==> src/rtl/store_write_buffer.sv <==
// store_write_buffer: lane-aligning store FIFO draining to the memory write port; optional WB_COALESCE_EN merges same-word stores into the newest entry
module store_write_buffer #(
    parameter int DEPTH = 4,
    parameter int AW    = 2
) (
    input  logic        clk,
    input  logic        rst,
    input  logic        st_valid,
    input  logic [31:0] st_addr,
    input  logic [31:0] st_data,
    input  logic [3:0]  st_we,
    output logic        st_ready,
    input  logic [31:0] ld_addr,
    output logic        ld_hit,
    output logic        mem_req_valid,
    input  logic        mem_req_ready,
    output logic [31:0] mem_addr,
    output logic [31:0] mem_data,
    output logic [3:0]  mem_we,
    output logic        buf_empty
);
    localparam logic [AW:0] FULL = (AW+1)'(DEPTH);

    logic [29:0] waddr_q [DEPTH];
    logic [31:0] data_q  [DEPTH];
    logic [3:0]  we_q    [DEPTH];
    logic [AW:0] count_q, count_d;
    logic [AW-1:0] rd_ptr_q, rd_ptr_d, wr_ptr_q, wr_ptr_d, tail;
    logic accept, push, pop, merge;
    logic [31:0] st_aligned, merged;
    logic unused_ok;

    assign unused_ok     = ^{st_addr[1:0], ld_addr[1:0]};
    assign st_ready      = count_q != FULL;
    assign mem_req_valid = count_q != '0;
    assign buf_empty     = count_q == '0;
    assign accept        = st_valid && st_ready && (st_we != 4'b0000);
    assign pop           = mem_req_valid && mem_req_ready;
    assign tail          = wr_ptr_q - 1'b1;
`ifdef WB_COALESCE_EN
    assign merge = accept && (count_q >= (AW+1)'(2)) && (waddr_q[tail] == st_addr[31:2]);
`else
    assign merge = 1'b0;
`endif
    assign push     = accept && !merge;
    assign mem_addr = mem_req_valid ? {waddr_q[rd_ptr_q], 2'b00} : '0;
    assign mem_data = mem_req_valid ? data_q[rd_ptr_q] : '0;
    assign mem_we   = mem_req_valid ? we_q[rd_ptr_q] : '0;

    // Replicate the narrow store value across every lane it may target
    always_comb begin
        st_aligned = (st_we == 4'b1111) ? st_data :
                     (st_we == 4'b1100 || st_we == 4'b0011) ? {2{st_data[15:0]}} :
                     $onehot(st_we) ? {4{st_data[7:0]}} : st_data;
    end

    // Overlay the incoming lanes onto the newest entry for a coalescing store
    always_comb begin
        for (int k = 0; k < 4; k++)
            merged[8*k +: 8] = st_we[k] ? st_aligned[8*k +: 8] : data_q[tail][8*k +: 8];
    end

    // Next occupancy and pointers; a merge consumes no slot
    always_comb begin
        count_d  = count_q + (AW+1)'(push) - (AW+1)'(pop);
        wr_ptr_d = wr_ptr_q + AW'(push);
        rd_ptr_d = rd_ptr_q + AW'(pop);
    end

    // Word-address match against occupied slots and the store being accepted
    always_comb begin
        ld_hit = accept && (st_addr[31:2] == ld_addr[31:2]);
        for (int i = 0; i < DEPTH; i++)
            if ({1'b0, AW'(i) - rd_ptr_q} < count_q && waddr_q[i] == ld_addr[31:2])
                ld_hit = 1'b1;
    end

    // Occupancy and pointer state
    always_ff @(posedge clk or posedge rst) begin
        if (rst) begin
            count_q  <= '0;
            rd_ptr_q <= '0;
            wr_ptr_q <= '0;
        end else begin
            count_q  <= count_d;
            rd_ptr_q <= rd_ptr_d;
            wr_ptr_q <= wr_ptr_d;
        end
    end

    // Entry storage: allocate at the tail or merge into the newest entry
    always_ff @(posedge clk or posedge rst) begin
        if (rst) begin
            for (int i = 0; i < DEPTH; i++) begin
                waddr_q[i] <= '0;
                data_q[i]  <= '0;
                we_q[i]    <= '0;
            end
        end else if (push) begin
            waddr_q[wr_ptr_q] <= st_addr[31:2];
            data_q[wr_ptr_q]  <= st_aligned;
            we_q[wr_ptr_q]    <= st_we;
        end else if (merge) begin
            data_q[tail] <= merged;
            we_q[tail]   <= we_q[tail] | st_we;
        end
    end
endmodule

==> config.mk <==
export PLATFORM = sky130hd
export DESIGN_NAME = store_write_buffer
export DESIGN_NICKNAME = d
export VERILOG_FILES = /design/src/rtl/store_write_buffer.sv
export SDC_FILE = /design/constraint.sdc
export NUM_CORES = 1
export LEC_CHECK = 0
export ABC_AREA = 1
export CAP_MARGIN = 5
export CORE_MARGIN = 3
export CORE_UTILIZATION = 50
export CTS_BUF_LIST = sky130_fd_sc_hd__clkbuf_4
export DETAILED_ROUTE_END_ITERATION = 12
export PLACE_DENSITY = 0.73
export SLEW_MARGIN = 20
export SYNTH_ARGS = -nofsm -noshare
export SYNTH_HDL_FRONTEND = slang
export SYNTH_SLANG_ARGS = --single-unit
==> constraint.sdc <==
create_clock -name clk -period 17.3 [get_ports clk]
set_clock_uncertainty 0.1 [all_clocks]
set_input_delay 2.595 -clock clk [delete_from_list [all_inputs] [get_ports clk]]
set_output_delay 2.595 -clock clk [all_outputs]
set_load 0.005 [all_outputs]
==> impl_metrics.yaml <==
run_status:
  status: "completed"
critical_path:
  critPathMaxFanout: 6
  regToRegEndpoint: "data_q[15]"
  criticalPathCategory: "in2out"
  cp_slowest_stage_delay_ns: 0.51
  crit_path_start_kind: "input port"
  arrival_ns: 5.08
  worst_r2r_startpoint: "count_q[1]"
  critical_path.cell_chain: "clkdlybuf4s50_1 > inv_1 > ha_1 > nor3b_1 > nor2_4 > nand3_1 > nor2_1 > nand3_1 > nand2_1 > inv_1 > nand2_1 > clkdlybuf4s50_1"
  worst-r2r-setup-slack_ns: 14.35
  cp.required_ns: 14.61
  slowest_stage: "clkdlybuf4s50_1"
  rr_worst_depth: 9
  critical_path.endpoint_type: "primary output"
global_route:
  wire_length_of_the_first_global_routing_pass_mm: 66.0
  grt-ovfl-total: 0
  pin_count_of_the_biggest_net_entering_global_routing: 125
  antenna_found_initial: 4
  gr-usage-all-layers_pct: 26.6
  first_global_vias: 12900
finish:
  finish.instance_area_mm2: 0.0170
  drive_above_1_share_pct: 7.69
  fillCellCount: 2525
  final_nets: 2069
  utilization_pct: 60.8
  syn_to_final_growth_pct: 18.9
  multi_input_comb_area_mm2: 0.00642
  register_area_mm2: 0.00678
  post_layout_nonfiller_instances: 2382
clocking:
  cts.repair.resized: 0
  clock_slew_seen_by_the_registers_of_the_worst_setup_and_hold_paths_ns: 0.06
  tritoncts.num_buffers: 75
  worstSkewPairLatency_ns: 0.67
  cts.path.max_buffers: 3
  cts_root_buffer: "clkbuf_4"
  cts.sink_count: 271
  htreeDepth: 3
  post_cts.repair.setup_buffers: 0
  tritoncts: "done"
  holdBufCountCts: 0
floorplanning:
  boundaryPins: 176
  std_cell_rows: 61
  start_util_pct: 51.1
  die_h_um: 175
  core-area_mm2: 0.0280
  die-area_mm2: 0.0307
  die_width_um: 175
sta:
  maxSlewHeadroom_pct: 33.5
  fmaxAchievable_mhz: 129
  finalHoldViolCount: 0
  report.final.setup_viol: 0
  hold-worst-slack_ns: 0.373
  fin_crit_sh_pct: 44.9
  worst_slew_pin_slew_ns: 0.995
  timing.setup.tns_ns: 0
  setup_slack_ns: 9.53
  timing.final.max_slew_violations: 0
  grt_setup_unrepaired: "false"
  timing.final.crit_period_ns: 7.77
drt:
  total_number_of_vias: 12900
  drt-wirelength-per-cell_um: 17.1
  route.final.wire_length_mm: 40.8
  drt-vias-per-instance: 5.42
  drtAntennaViolNets: 0
  remaining_design_rule_violation_count: 0
  firstDrtPassIters: 5
  detailed_router_s_first_iteration_violation_count: 1215
worst_hold_path:
  hold_path_depth: 2
  min_from: "data_q[104]"
  hold_path.class: "reg2reg"
  whs_endpoint: "data_q[104]"
yosys:
  mappedNetlistArea_mm2: 0.0143
  async_s_r_ff_share_synth_pct: 100
  synth_seq_area_share_pct: 47.3
  synth_unique_cells: 33
  ys_warn_count: 0
  synth_enable_flop_cells: 0
  synth_seq_cells: 271
  postSynthAreaPerCell_um2: 7.89
  synthFlopType: "dfrtp_1"
  number_of_instances_in_the_synthesized_netlist: 1815
placed_design:
  placement.setup.worst_slack_ns: 9.55
  port-buffer-count: 169
  number_of_cells_in_the_design_after_placement: 2252
  post_dp_cell_area_mm2: 0.0161
  hpwlAfterDp_mm: 25.5
  globalplace.congestion: 0.868
flow_run:
  drv.max_cap_violation_count: 0
pwr:
  power.density_cell_area_mw_per_mm2: 186
  leakagePower_nw: 8.06
  power.switching_fraction_pct: 41.0
  internal_power_mw: 1.87
  combPwrFrac_pct: 45.8
  pwr-share-seq_pct: 36.0
  net-switching-power_mw: 1.30
  total_power_mw: 3.17
  share_clk_of_total_power_pct: 18.2
  ir_drop_mv: 0.119
synth_stat cells (10+ instances only):
| library cell | count | area [µm²] |
|---|---|---|
| xor2_1 | 61 | 534 |
| clkbuf_1 | 75 | 282 |
| a31oi_1 | 29 | 181 |
| xnor2_1 | 54 | 473 |
| dfrtp_1 | 271 | 6780 |
| nand2_1 | 554 | 2080 |
| inv_1 | 156 | 586 |
| a221oi_1 | 38 | 333 |
| buf_2 | 30 | 150 |
| o21ai_0 | 190 | 951 |
| a22oi_1 | 28 | 210 |
| nand4_1 | 14 | 87.6 |
| nor2_1 | 115 | 432 |
| nand3_1 | 54 | 270 |
| buf_1 | 10 | 37.5 |
| ha_1 | 12 | 150 |
| o21ai_1 | 59 | 295 |
| o22ai_1 | 20 | 125 |
routing by layer:
layer / GRT usage (%) / vias up / share of wire (%)
met5: 0 / - / 0.066
met4: 8.68 / 4 / 2.3
met3: 5.66 / 97 / 8.2
met2: 42.7 / 564 / 46
met1: 36.2 / 6074 / 43
li1: - / 6182 / -
area by class of cell:
type                            instances  area share (%)
Antenna cell                            2          0.0294
Clock buffer                          110            4.85
Clock inverter                         18           0.639
Inverter                              160            3.58
Multi-Input combinational cell       1259            37.7
Sequential cell                       271            39.8
Tap cell                              378            2.78
Timing Repair Buffer                  184            10.6
worst max path at each step:
stage                     cells past startpoint     start          to  slack [ns]
after floorplan                               1       rst  count_q[0]        7.14
after global placement                       12  st_we[0]      ld_hit        9.57
after detailed placement                     12  st_we[0]      ld_hit        9.55
after CTS                                    12  st_we[0]      ld_hit        9.56
after global routing                         12  st_we[0]      ld_hit        9.40
final                                        12  st_we[0]      ld_hit        9.53
placed cells by master (no fill, tap or decap), types with 6 or more instances in the layout:
master / n
o22ai_1: 20
nand4_1: 14
a221oi_1: 38
a22oi_1: 28
o211ai_1: 8
nand3_1: 54
a31oi_1: 29
inv_2: 6
clkdlybuf4s50_1: 169
dfrtp_1: 271
inv_1: 155
buf_4: 15
xnor2_1: 54
o21ai_0: 190
clkbuf_4: 110
clkinv_1: 9
ha_1: 12
o21ai_1: 59
xor2_1: 61
nor2_1: 113
nand2_1: 553
registers in the layout, summed over array words and instances (netlist names):
| name | flops |
|---|---|
| rd_ptr_q | 2 |
| wr_ptr_q | 2 |
| we_q | 16 |
| count_q | 3 |
| data_q | 128 |
| waddr_q | 120 |
logic make-up (layout without fill, tap and decap cells):
group | count (synthesis) | in the layout | synth area share, %
adder cells (fa/ha/maj) | 14 | 14 | 1.33
XOR/XNOR | 115 | 115 | 7.03
flip-flops | 271 | 271 | 47.3
buffers and inverters | 286 | 472 | 8.12
AO/OA/AOI/OAI | 376 | 376 | 15.2
other | 1 | 4 | 0.0262
AND/OR/NAND/NOR | 752 | 752 | 20.9
power groups by stage:
stage,clock network [mW],logic (mW),registers (mW)
2_1_floorplan,0,0.889,1.09
3_3_place_gp,0,1.41,1.13
3_5_place_dp,0,1.44,1.14
4_1_cts,0.591,1.45,1.14
5_1_grt,0.625,1.63,1.18
6_report,0.576,1.45,1.14
critical path, delay by kind of cell:
| kind | cells | cell delay, ns |
|---|---|---|
| and+or+nand+nor | 7 | 1.08 |
| adders and majority gates | 1 | 0.24 |
| buffers and inverters | 4 | 1.15 |
No activity file was read; power rests on OpenSTA's default activity.
